<file path="src/rtl/ps2_key_decoder.sv">
// rtl/ps2_key_decoder.sv - PS/2 frame receiver with make/break scan-code decoder
module ps2_key_decoder #(
   parameter int           SYNC_STAGES = 2,
   parameter int           TIMEOUT_CYC = 4000,
   parameter logic [7:0]   REL_CODE    = 8'h70
) (
   input  logic            CLK_20M,
   input  logic            RST,
   input  logic            PS2_CLK,
   input  logic            PS2_DAT,
   output logic [7:0]      KEY,
   output logic            KEY_VALID,
   output logic [7:0]      RX_BYTE,
   output logic            RX_STB,
   output logic            ERR
);

   localparam int TCW = (TIMEOUT_CYC > 2) ? $clog2(TIMEOUT_CYC) : 1;
   localparam logic [TCW-1:0] TC_LAST = TCW'(TIMEOUT_CYC - 1);

   typedef enum logic [1:0] {
      S_IDLE,
      S_DATA,
      S_PARITY,
      S_STOP
   } rx_state_t;

   logic [SYNC_STAGES-1:0] clk_sync;
   logic [SYNC_STAGES-1:0] dat_sync;
   logic                   clk_prev;
   logic                   clk_s;
   logic                   dat_s;
   logic                   fall;

   rx_state_t              rx_state;
   logic [2:0]             bitcnt;
   logic [7:0]             shreg;
   logic                   par_bit;
   logic [TCW-1:0]         tcnt;

   logic                   brk;
   logic                   ext;
   logic [7:0]             last_key;

   assign clk_s = clk_sync[SYNC_STAGES-1];
   assign dat_s = dat_sync[SYNC_STAGES-1];
   assign fall  = clk_prev & ~clk_s;

   // Bring both keyboard pins into the system clock domain; idle-high preset avoids a false edge at reset
   always_ff @(posedge CLK_20M) begin
      if (RST) begin
         clk_sync <= '1;
         dat_sync <= '1;
         clk_prev <= 1'b1;
      end else begin
         clk_sync <= {clk_sync[SYNC_STAGES-2:0], PS2_CLK};
         dat_sync <= {dat_sync[SYNC_STAGES-2:0], PS2_DAT};
         clk_prev <= clk_s;
      end
   end

   // Frame receiver: start, 8 data LSB-first, odd parity, stop, with a mid-frame inactivity abort
   always_ff @(posedge CLK_20M) begin
      if (RST) begin
         rx_state <= S_IDLE;
         bitcnt   <= 3'd0;
         shreg    <= 8'h00;
         par_bit  <= 1'b0;
         tcnt     <= '0;
         RX_BYTE  <= 8'h00;
         RX_STB   <= 1'b0;
         ERR      <= 1'b0;
      end else begin
         RX_STB <= 1'b0;
         ERR    <= 1'b0;
         if (rx_state == S_IDLE) begin
            tcnt <= '0;
            // a high level on the start-bit edge is treated as a glitch and ignored
            if (fall && !dat_s) begin
               rx_state <= S_DATA;
               bitcnt   <= 3'd0;
            end
         end else if (fall) begin
            tcnt <= '0;
            case (rx_state)
               S_DATA: begin
                  shreg[bitcnt] <= dat_s;
                  if (bitcnt == 3'd7) begin
                     rx_state <= S_PARITY;
                  end else begin
                     bitcnt <= bitcnt + 3'd1;
                  end
               end
               S_PARITY: begin
                  par_bit  <= dat_s;
                  rx_state <= S_STOP;
               end
               default: begin
                  if (dat_s && (^{shreg, par_bit})) begin
                     RX_BYTE <= shreg;
                     RX_STB  <= 1'b1;
                  end else begin
                     ERR <= 1'b1;
                  end
                  rx_state <= S_IDLE;
               end
            endcase
         end else if (tcnt == TC_LAST) begin
            rx_state <= S_IDLE;
            tcnt     <= '0;
            ERR      <= 1'b1;
         end else begin
            tcnt <= tcnt + 1'b1;
         end
      end
   end

   // Scan-code decoder: track break/extended prefixes and publish the single held key
   always_ff @(posedge CLK_20M) begin
      if (RST) begin
         brk       <= 1'b0;
         ext       <= 1'b0;
         last_key  <= REL_CODE;
         KEY       <= REL_CODE;
         KEY_VALID <= 1'b0;
      end else begin
         KEY_VALID <= 1'b0;
         if (RX_STB) begin
            if (RX_BYTE == 8'hF0) begin
               brk <= 1'b1;
            end else if (RX_BYTE == 8'hE0) begin
               ext <= 1'b1;
            end else if (ext) begin
               // extended keys are not routed to the tone stage
               brk <= 1'b0;
               ext <= 1'b0;
            end else if (brk) begin
               brk <= 1'b0;
               // releasing a key other than the held one leaves the tone running
               if (RX_BYTE == last_key) begin
                  KEY       <= REL_CODE;
                  last_key  <= REL_CODE;
                  KEY_VALID <= 1'b1;
               end
            end else if (RX_BYTE != last_key) begin
               // typematic repeats of the held key are suppressed
               KEY       <= RX_BYTE;
               last_key  <= RX_BYTE;
               KEY_VALID <= 1'b1;
            end
         end
      end
   end

endmodule

</file>
<file path="config.mk">
export PLATFORM = sky130hd
export DESIGN_NAME = ps2_key_decoder
export DESIGN_NICKNAME = d
export VERILOG_FILES = /design/src/rtl/ps2_key_decoder.sv
export SDC_FILE = /design/constraint.sdc
export NUM_CORES = 1
export LEC_CHECK = 0
export CELL_PAD_IN_SITES_DETAIL_PLACEMENT = 0
export CELL_PAD_IN_SITES_GLOBAL_PLACEMENT = 1
export CORE_UTILIZATION = 31
export CTS_BUF_LIST = sky130_fd_sc_hd__clkbuf_8
export DETAILED_ROUTE_END_ITERATION = 12
export PLACE_DENSITY_LB_ADDON = 0.15
export REMOVE_ABC_BUFFERS = 1
export SYNTH_ARGS = -nofsm -noshare
export SYNTH_HDL_FRONTEND = slang
export SYNTH_SLANG_ARGS = --single-unit
</file>
<file path="constraint.sdc">
create_clock -name CLK_20M -period 2 [get_ports CLK_20M]
set_clock_uncertainty 0.15 [all_clocks]
set_input_delay 0.4 -clock CLK_20M [delete_from_list [all_inputs] [get_ports CLK_20M]]
set_output_delay 0.4 -clock CLK_20M [all_outputs]
set_load 0.01 [all_outputs]
</file>
==> impl_results.md, run 1 <==
- Worst setup SP type: register
- Final Wtd Congestion: 0.7629
- Post-Synthesis Cells: 269
- First-pass iteration count of the detailed router: 4
- Drt total wl: 5.922 mm
- Synth top area cells: dfxtp_1, mux2i_1, ha_1
- EDFF count, synth: 0
- Area leader, netlist: dfxtp_1
- FF+latch area: 1046 sq um
- Clock sinks: 52
- PortBufs: 22
- Slack of the critical path: -113.0 ps
- R2R depth: 8
- Starting Density: 32.09%
- Gr usage total: 15.22%
- Total power: 1700 uW
- FMAX: 473.3 MHz
- Clk slew on worst S/H paths: 100 ps
- Residual DRC count: 0
- Yosys top cell area share: 41.77%
- Share of layout cells above drive strength 1: 25.67%
- Diode count: 0
- Ports: 23
- Max clock buf depth: 2
- Part of the Yosys area used for sequential elements: 41.77%
- Syn avg cell area: 9.265 sq um
- First-pass GRT wire length: 10.05 mm
- Worst setup path start: RX_BYTE[5]$_SDFFE_PP0P_
- Detail Route Antenna Nets: 0
- Horiz. Die Dim: 91.67 um
- Aggregate global routing overflow: 0
- Fillers: 801
- Seq pwr share: 61.3%
- H-tree depth: 2
- Final setup violation count: 7
- Area occupied by multi-input gates: 1458 sq um
- Placed Area: 3134 sq um
- Max-slew violation count: 0
- Vias per cell: 4.606
- Rows: 32
- Design Area, Final: 3347 sq um
- Number of DRC markers in iteration 0: 27
- Core Util, Final: 43.09%
- GR Layer Usage met1: 19.32%
- #FFs+latches synth: 52
- Synth warnings: 0
- Reg2reg setup slack: -110 ps
- Worst setup endpoint: last_key[3]$_SDFFE_PP0P_
- Net Sw Power: 394.5 uW
- Max-cap violations: 0
- Largest net degree at the start of global routing: 22
- Root Buffer: clkbuf_8
- Min Tclk post-route: 2113 ps
- Main synth FF type: dfxtp_1
- Vias in the first global route: 2025
- Met2 usage: 26.25%
- Clock Power Share: 35.5%
- Status: finished with violations
- Hold Crit Class: register to register
- Yosys cell types: 44
- Worst Max-Slew Pin Slew: 330.5 ps
- Switch share: 23.20%
- Final-report hold violation count: 0
- Int Pwr: 1306 uW
- Hold Buf Count CTS: 0
- Die Ht: 91.67 um
- Max FO, Critical Path: 3
- Grt peak-use layer: met2
- Initial antenna violation count: 0
- Static Leak: 0.001237 uW
- Final hold slack: 265.5 ps
- TNS Setup: -480.7 ps
- CTS tree: built
- Worst skew pair latency: 310 ps
- HPWL after detailed placement: 4.337 mm
- Failing checks: setup timing
- Power Density: 507.9 nW/um^2
- Core Footprint: 7767 sq um
- RR Endpoint: last_key[3]$_SDFFE_PP0P_
- Logic pwr share: 3.2%
- Wirelength per Cell: 13.55 um
- Slew HR: 77.77%
- Met3 Resource Use GR: 2.736%
- Crit end category: register
- Unrepaired setup endpoints after global routing: true
- Worst vdd ir: 247.6 uV
- Most common library cells after synthesis: dfxtp_1, nor2_1, nand2_1
- Count leader, synth: dfxtp_1
- Worst r2r src: RX_BYTE[5]$_SDFFE_PP0P_
- Num CTS Buffers: 5
- Fin crit share: 105.6%
- Asr flop ratio synth: 0%
- Area of the mapped netlist: 2492 sq um
- DR vias: 2013
- CP required: 2100 ps
- Area Overhead vs Synth: 34.29%
- Worst Path Arrival: 2210 ps
- WS Path Type: register to register
- Die area: 8402 sq um
- Layout net count: 348
[logic make-up (layout without fill, tap and decap cells)]
kind of cell    count (synthesis)  in the layout  synth area share, %
buf+inv                        20             86                3.715
xor+xnor                       24             24                9.588
flops                          52             52                41.77
compound gates                 22             22                5.974
fa+ha+maj                      10             10                5.020
mux                            19             19                8.132
simple gates                  122            122                25.80
[power groups by stage]
stage               registers, uW  clock network, uW  logic, uW
CTS                          1040                643       52.2
floorplan                    1070                  0       19.6
detailed placement           1070                  0       51.4
finish                       1040                604       53.6
global placement             1070                  0       51.7
global route                 1040                688       58.1
[sequential cells by signal, indices dropped and copies added (netlist names)]
signal / flops
ERR: 1
KEY_VALID: 1
RX_BYTE: 8
RX_STB: 1
bitcnt: 3
brk: 1
clk_prev: 1
clk_sync: 2
dat_sync: 2
ext: 1
last_key: 8
par_bit: 1
rx_state: 2
shreg: 8
tcnt: 12
[final cells by class]
type / instances / share of cell area [%]
Tap cell: 102 / 3.813
Clock buffer: 5 / 2.056
Inverter: 7 / 0.8598
Timing Repair Buffer: 71 / 17.87
Multi-Input combinational cell: 197 / 43.55
Sequential cell: 52 / 31.25
Clock inverter: 3 / 0.5981
[layer usage]
layer / wire [um] / up-vias
met2: 2917 / 21
met3: 140 / 4
li1: - / 1059
met4: 53 / 0
met5: 0 / -
met1: 2811 / 929
[worst min-delay path by stage]
stage,from,endpoint,slack [ps],cells after the start
detailed placement,dat_sync[0]$_SDFF_PP1_,dat_sync[1]$_SDFF_PP1_,240,1
floorplan,clk_sync[0]$_SDFF_PP1_,clk_sync[1]$_SDFF_PP1_,240,1
global placement,dat_sync[0]$_SDFF_PP1_,dat_sync[1]$_SDFF_PP1_,240,1
CTS,dat_sync[0]$_SDFF_PP1_,dat_sync[1]$_SDFF_PP1_,270,1
global route,dat_sync[0]$_SDFF_PP1_,dat_sync[1]$_SDFF_PP1_,280,1
finish,dat_sync[0]$_SDFF_PP1_,dat_sync[1]$_SDFF_PP1_,270,1
[placed cells by master, fill, tap and decap left out, types with 4 or more instances in the layout]
master and instances:
a21oi_1 9, buf_4 47, clkbuf_8 5, clkdlybuf4s50_1 22
dfxtp_1 48, dfxtp_2 4, ha_1 6, inv_1 5
mux2i_1 18, nand2_1 29, nand3_1 5, nand4_1 7
nand4b_1 4, nor2_1 30, nor2b_1 5, nor3_1 6
o21ai_1 4, or2_2 5, xnor2_1 10, xor2_1 12
[through the flow]
step	cells	setup slack (ps)
final	437	-113.0
after global routing	437	-269.4
after CTS	437	-170.8
after detailed placement	426	-318.5
after global placement	426	-264.9
after floorplan	256	-344.1
[critical path, stage by stage (launching register included)]
cell and delay (ps):
dfxtp_2 340, xor2_1 160, nor4_2 270, nand4_1 140, ha_2 220, nor3_4 140
o311ai_2 140, or3b_1 370, a21oi_1 140
[timing repair]
item,4_1_cts,5_1_grt
endpoints found under the setup margin,11,17
gates cloned,1,0
pin swaps,10,3
resized for setup,12,13
buffers inserted,2,0
Power figures use the tool's default switching activity.
==> run 2, diff against run 1 <==
--- a/config.mk
+++ b/config.mk
@@ -12,6 +12,7 @@
 export DETAILED_ROUTE_END_ITERATION = 12
 export PLACE_DENSITY_LB_ADDON = 0.15
 export REMOVE_ABC_BUFFERS = 1
+export SLEW_MARGIN = 25
 export SYNTH_ARGS = -nofsm -noshare
 export SYNTH_HDL_FRONTEND = slang
 export SYNTH_SLANG_ARGS = --single-unit
==> constraint.sdc (replaced) <==
create_clock -name CLK_20M -period 2.4 [get_ports CLK_20M]
set_clock_uncertainty 0.15 [all_clocks]
set_input_delay 0.48 -clock CLK_20M [delete_from_list [all_inputs] [get_ports CLK_20M]]
set_output_delay 0.48 -clock CLK_20M [all_outputs]
set_load 0.01 [all_outputs]
==> run 2 against run 1 <==
  * The run now ends clean
  * Utilization shrank 3.7 points
  * Sequential cell count is the same
  * Critical path depth unchanged
  * Sequential share of layout area grew 2.7 points
  * Clock-buffer cell count is 1 higher
  * Register-to-register slack better by 300 ps
  * Power down 14%
  * Highest routed layer unchanged
==> impl_results.md, run 2 (same netlist as run 1, synthesis figures left out) <==
- Worst setup SP type: register (unchanged)
- Final-report hold violation count: 0 (unchanged)
- Final instance count without filler cells: 410 (was 437)
- Final setup violation count: 0 (was 7)
- Static Leak: 0.001103 uW (was 0.001237 uW)
- Layout net count: 321 (was 348)
- Placed Area: 2947 sq um (was 3134 sq um)
- Worst Max-Slew Pin Slew: 466.6 ps (was 330.5 ps)
- CP top delay family: simple AND/OR/NAND/NOR gates (unchanged)
- Fin crit share: 92.25% (was 105.6%)
- FMAX: 451.7 MHz (was 473.3 MHz)
- Final Wtd Congestion: 0.7723 (was 0.7629)
- DR vias: 1947 (was 2013)
- Reg with most FFs: tcnt (unchanged)
- Unrepaired setup endpoints after global routing: false (was true)
- Crit end category: register (unchanged)
- R2R depth: 8 (unchanged)
- RR Endpoint: last_key[3]$_SDFFE_PP0P_ (unchanged)
- Worst setup endpoint: last_key[3]$_SDFFE_PP0P_ (unchanged)
- Seq pwr share: 59.5% (was 61.3%)
- Starting Density: 32.09% (unchanged)
- First-pass iteration count of the detailed router: 4 (unchanged)
- Power Density: 477.2 nW/um^2 (was 507.9 nW/um^2)
- Worst Path Arrival: 2310 ps (was 2210 ps)
- Reg2reg setup slack: 190 ps (was -110 ps)
- Hold Buf Count CTS: 0 (unchanged)
- Max clock buf depth: 2 (unchanged)
- Placed Cells: 401 (was 426)
- Clk slew on worst S/H paths: 100 ps (about the same)
- Diode count: 0 (unchanged)
- H-tree depth: 2 (unchanged)
- Max incr delay on CP: 380 ps (was 370 ps)
- Slack of the critical path: 186.0 ps (was -113.0 ps)
- Logic pwr share: 2.7% (was 3.2%)
- Die area: 8402 sq um (unchanged)
- Final hold slack: 266.9 ps (was 265.5 ps)
- Core Footprint: 7767 sq um (unchanged)
- Switch share: 23.46% (was 23.20%)
- TNS Setup: 0 ps (was -480.7 ps)
- Wirelength per Cell: 13.78 um (was 13.55 um)
- Vias in the first global route: 1915 (was 2025)
- Slew HR: 68.23% (was 77.77%)
- Share of layout cells above drive strength 1: 13.31% (was 25.67%)
- First-pass GRT wire length: 9.701 mm (was 10.05 mm)
- Worst vdd ir: 217.2 uV (was 247.6 uV)
- Vias per cell: 4.749 (was 4.606)
- Commonest non-fill, non-tap cells in the layout: dfxtp_1, nor2_1, nand2_1, clkdlybuf4s50_1, buf_4 (was dfxtp_1, buf_4, nor2_1, nand2_1, clkdlybuf4s50_1)
- Rows: 32 (unchanged)
- Cell chain of the critical path: xor2_1, nor4_2, nand4_1, ha_1, nor3_2, o311ai_2, or3b_1, a21oi_1 (was xor2_1, nor4_2, nand4_1, ha_2, nor3_4, o311ai_2, or3b_1, a21oi_1)
- Hold Crit Class: register to register (unchanged)
- Pre-CTS setup slack: -8.980 ps (was -318.5 ps)
- Aggregate global routing overflow: 0 (unchanged)
- Drt total wl: 5.650 mm (was 5.922 mm)
- CTS tree: built (unchanged)
- Num CTS Buffers: 5 (unchanged)
- Worst skew pair latency: 310 ps (about the same)
- Largest net degree at the start of global routing: 26 (was 22)
- Horiz. Die Dim: 91.67 um (unchanged)
- Detail Route Antenna Nets: 0 (unchanged)
- Max-cap violations: 0 (unchanged)
- Residual DRC count: 0 (unchanged)
- Min Tclk post-route: 2214 ps (was 2113 ps)
- Worst r2r src: last_key[3]$_SDFFE_PP0P_ (was RX_BYTE[5]$_SDFFE_PP0P_)
- Slowest library cell on the worst path: or3b_1 (unchanged)
- Number of DRC markers in iteration 0: 85 (was 27)
- Clock Power Share: 37.8% (was 35.5%)
- Int Pwr: 1118 uW (was 1306 uW)
- Clock sinks: 52 (unchanged)
- Die Ht: 91.67 um (unchanged)
- PortBufs: 22 (unchanged)
- Max-slew violation count: 0 (unchanged)
- Gr usage total: 14.72% (was 15.22%)
- HPWL after detailed placement: 4.100 mm (was 4.337 mm)
- Design Area, Final: 3062 sq um (was 3347 sq um)
- WS Path Type: register to register (unchanged)
- Commonest non-fill, non-tap cell in the layout: dfxtp_1 (unchanged)
- Status: finished, final reports clean (was finished with violations)
- Max reg flops: 12 (unchanged)
- Root Buffer: clkbuf_8 (unchanged)
- Ports: 23 (unchanged)
- Initial antenna violation count: 0 (unchanged)
- Area Overhead vs Synth: 22.84% (was 34.29%)
- Critical Path Stages: 8 (unchanged)
- Net Sw Power: 342.7 uW (was 394.5 uW)
- CP required: 2500 ps (was 2100 ps)
- Max FO, Critical Path: 3 (unchanged)
- Worst setup path start: last_key[3]$_SDFFE_PP0P_ (was RX_BYTE[5]$_SDFFE_PP0P_)
- Crit path buf inv count: 0 (unchanged)
-- run 2: worst min path at each step --
stage / from / end / slack (ps) / cells past startpoint
3_3_place_gp: dat_sync[0]$_SDFF_PP1_ / dat_sync[1]$_SDFF_PP1_ / 240 / 1
4_1_cts: dat_sync[0]$_SDFF_PP1_ / dat_sync[1]$_SDFF_PP1_ / 270 / 1
3_5_place_dp: dat_sync[0]$_SDFF_PP1_ / dat_sync[1]$_SDFF_PP1_ / 250 / 1
2_1_floorplan: clk_sync[0]$_SDFF_PP1_ / clk_sync[1]$_SDFF_PP1_ / 240 / 1
6_report: dat_sync[0]$_SDFF_PP1_ / dat_sync[1]$_SDFF_PP1_ / 270 / 1
5_1_grt: clk_sync[0]$_SDFF_PP1_ / clk_sync[1]$_SDFF_PP1_ / 290 / 1
-- run 2: cell type report --
cell class              instances  area (sq um)
inverters                       7         28.78
repair buffers                 44         397.9
flip-flops and latches         52          1041
well taps                     102         127.6
clock buffers                   6         82.58
multi-input cells             197          1370
clock inverters                 2         13.76
fillers                       817          4706
-- run 2: power groups by stage --
stage                     combinational (uW)  sequential [uW]  clock, uW
after CTS                               40.8              869        575
after detailed placement                40.8              889          0
after global placement                  41.6              889          0
after floorplan                         16.3              889          0
after global routing                    44.4              870        606
final                                   39.8              869        553
-- run 2: per-stage QoR --
stage	total power, uW	utilization, %
after detailed placement	929.4	37.93
final	1461	39.42
after floorplan	905.5	-
after CTS	1484	39.24
after global placement	930.2	37.93
after global routing	1520	39.42
-- run 2: timing repair --
item / in CTS / in global routing
resized for setup: 1 / 1
endpoints found under the setup margin: 7 / 7
pin swaps: 0 / 1
buffers inserted: 0 / 1
-- run 2: routing by layer --
layer,global-route usage (%),share of wire (%)
met5,0,0
met4,5.159,1.2
met3,2.736,2.5
met2,23.37,45
met1,19.94,51
==> run 3, diff against run 2 <==
--- a/config.mk
+++ b/config.mk
@@ -7,12 +7,14 @@
 export LEC_CHECK = 0
 export CELL_PAD_IN_SITES_DETAIL_PLACEMENT = 0
 export CELL_PAD_IN_SITES_GLOBAL_PLACEMENT = 1
-export CORE_UTILIZATION = 31
+export CORE_UTILIZATION = 45
 export CTS_BUF_LIST = sky130_fd_sc_hd__clkbuf_8
 export DETAILED_ROUTE_END_ITERATION = 12
+export GPL_TIMING_DRIVEN = 1
 export PLACE_DENSITY_LB_ADDON = 0.15
 export REMOVE_ABC_BUFFERS = 1
 export SLEW_MARGIN = 25
 export SYNTH_ARGS = -nofsm -noshare
 export SYNTH_HDL_FRONTEND = slang
 export SYNTH_SLANG_ARGS = --single-unit
+export TNS_END_PERCENT = 100
==> run 3 against run 2 <==
  * Design area decreased by 3.8%
  * Hold slack improved by 3.2 ps
  * Critical endpoint unchanged
  * Clock-buffer cell count unchanged
  * Worst setup slack got worse by 2.2 ps
  * Highest routed layer unchanged
  * Via count decreased by 2.1%
  * First-iteration DRC count decreased by 3.5%
  * Sequential share of layout area increased by 1.3 points
  * Register-to-register slack about the same
  * Utilization increased by 17 points
  * Combinational power decreased by 8.5%
  * Power decreased by 1.4%
==> impl_results.md, run 3 (same netlist as run 1, synthesis figures left out) <==
- Max-cap violations: 0 (unchanged)
- Crit end category: register (unchanged)
- R2R depth: 8 (unchanged)
- Worst setup endpoint: last_key[3]$_SDFFE_PP0P_ (unchanged)
- Wirelength per Cell: 13.15 um (was 13.78 um)
- Final setup violation count: 0 (unchanged)
- Commonest non-fill, non-tap cell in the layout: dfxtp_1 (unchanged)
- Static Leak: 0.001045 uW (was 0.001103 uW)
- Worst skew pair latency: 310 ps (about the same)
- Diode count: 0 (unchanged)
- Rows: 26 (was 32)
- WS Path Type: register to register (unchanged)
- First-pass iteration count of the detailed router: 4 (unchanged)
- Num CTS Buffers: 5 (unchanged)
- Aggregate global routing overflow: 0 (unchanged)
- Worst Path Arrival: 2310 ps (about the same)
- Power Density: 489.1 nW/um^2 (was 477.2 nW/um^2)
- Cell chain of the critical path: xor2_1, nor4_2, nand4_1, ha_1, nor3_2, o311ai_2, or3b_1, a21oi_1 (unchanged)
- Final instance count without filler cells: 369 (was 410)
- Largest net degree at the start of global routing: 26 (unchanged)
- Reg2reg setup slack: 180 ps (was 190 ps)
- First-pass GRT wire length: 8.438 mm (was 9.701 mm)
- CTS tree: built (unchanged)
- DR vias: 1907 (was 1947)
- Status: finished, final reports clean (unchanged)
- Min Tclk post-route: 2216 ps (was 2214 ps)
- Core Footprint: 5205 sq um (was 7767 sq um)
- Final Wtd Congestion: 0.7945 (was 0.7723)
- Slowest library cell on the worst path: or3b_1 (unchanged)
- Final-report hold violation count: 0 (unchanged)
- Worst Max-Slew Pin Slew: 457.9 ps (was 466.6 ps)
- Commonest non-fill, non-tap cells in the layout: dfxtp_1, nor2_1, nand2_1, clkdlybuf4s50_1, mux2i_1 (was dfxtp_1, nor2_1, nand2_1, clkdlybuf4s50_1, buf_4)
- Placed Cells: 360 (was 401)
- Max incr delay on CP: 360 ps (was 380 ps)
- Gr usage total: 18.06% (was 14.72%)
- Clock sinks: 52 (unchanged)
- Max FO, Critical Path: 3 (unchanged)
- Worst vdd ir: 370.3 uV (was 217.2 uV)
- Root Buffer: clkbuf_8 (unchanged)
- Starting Density: 47.88% (was 32.09%)
- Share of layout cells above drive strength 1: 10.70% (was 13.31%)
- Number of DRC markers in iteration 0: 82 (was 85)
- Ports: 23 (unchanged)
- CP required: 2500 ps (about the same)
- Clk slew on worst S/H paths: 100 ps (about the same)
- Vias in the first global route: 1784 (was 1915)
- Fin crit share: 92.34% (was 92.25%)
- Max-slew violation count: 0 (unchanged)
- Die area: 5840 sq um (was 8402 sq um)
- Hold Crit Class: register to register (unchanged)
- TNS Setup: 0 ps (unchanged)
- Area Overhead vs Synth: 18.22% (was 22.84%)
- Hold Buf Count CTS: 0 (unchanged)
- RR Endpoint: last_key[3]$_SDFFE_PP0P_ (unchanged)
- Worst setup path start: last_key[7]$_SDFFE_PP0P_ (was last_key[3]$_SDFFE_PP0P_)
- Vias per cell: 5.168 (was 4.749)
- Drt total wl: 4.851 mm (was 5.650 mm)
- Worst r2r src: last_key[7]$_SDFFE_PP0P_ (was last_key[3]$_SDFFE_PP0P_)
- Worst Hold Depth: 1 (unchanged)
- Residual DRC count: 0 (unchanged)
- FMAX: 451.2 MHz (was 451.7 MHz)
- HPWL after detailed placement: 3.468 mm (was 4.100 mm)
- PortBufs: 22 (unchanged)
- Max clock buf depth: 2 (unchanged)
- Horiz. Die Dim: 76.42 um (was 91.67 um)
- Layout net count: 312 (was 321)
- Detail Route Antenna Nets: 0 (unchanged)
- Unrepaired setup endpoints after global routing: false (unchanged)
- Die Ht: 76.42 um (was 91.67 um)
- Max reg flops: 12 (unchanged)
- H-tree depth: 2 (unchanged)
- Reg with most FFs: tcnt (unchanged)
- Worst setup SP type: register (unchanged)
- Slew HR: 68.82% (was 68.23%)
- Initial antenna violation count: 0 (unchanged)
run 3: changes by cell type in the layout (fill, tap and decap cells not counted):
cell        change
clkinvlp_4      +2
inv_6           -1
buf_4           -9
buf_12          -1
buf_6           +1
clkinv_2        -1
run 3: worst min path at each step:
stage	startpoint	end
final	dat_sync[0]$_SDFF_PP1_	dat_sync[1]$_SDFF_PP1_
after global routing	clk_sync[0]$_SDFF_PP1_	clk_sync[1]$_SDFF_PP1_
after CTS	dat_sync[0]$_SDFF_PP1_	dat_sync[1]$_SDFF_PP1_
after detailed placement	dat_sync[0]$_SDFF_PP1_	dat_sync[1]$_SDFF_PP1_
after global placement	dat_sync[0]$_SDFF_PP1_	dat_sync[1]$_SDFF_PP1_
after floorplan	clk_sync[0]$_SDFF_PP1_	clk_sync[1]$_SDFF_PP1_
run 3: per-layer routing:
metal	part of all wire [%]	wire, um	global-route usage (%)
met1	52	2501	24.78
met2	45	2172	27.75
met3	2.3	110	4.072
met4	1.4	66	6.346
met5	0	0	0
run 3: repair_timing:
action                                  in CTS  in global routing
endpoints found under the setup margin       0                  8
resized for setup                            0                  3
setup buffers                                0                  1
run 3: worst max-delay path, delay by kind of cell, from the launching register on:
kind / cells / cell delay, ps
xor gates and xnor gates: 1 / 170
DFF: 1 / 340
adders and majority gates: 1 / 220
AOI/OAI and AO/OA: 2 / 300
and+or+nand+nor: 4 / 970
run 3: power by group:
part	internal, uW	total [uW]	switching (uW)	leakage (uW)
combinational	14.3	36.4	22.1	0.000581
sequential	866	869	3.30	0.000420
clock	234	535	301	0.0000434
run 3: area by class of cell:
class	count	area, sq um
sequential	52	1041
inverter	7	28.78
clock inverter	2	15.01
clock buffer	6	82.58
multi-input combinational	197	1370
fill	497	2258
tap	70	87.58
timing repair buffer	35	321.6
run 3: stage by stage:
stage / hold slack (ps) / total power [uW] / worst slack [ps] / cell area, sq um / utilization, %
5_1_grt: 291.3 / 1505 / 10.48 / 2947 / 56.61
4_1_cts: 273.9 / 1457 / 42.50 / 2924 / 56.18
3_3_place_gp: 242.1 / 927.2 / 142.7 / 2826 / 54.30
3_5_place_dp: 249.6 / 926.3 / 65.20 / 2826 / 54.30
2_1_floorplan: 239.5 / 905.5 / 55.86 / 2429 / -
6_report: 270.1 / 1441 / 183.8 / 2947 / 56.61
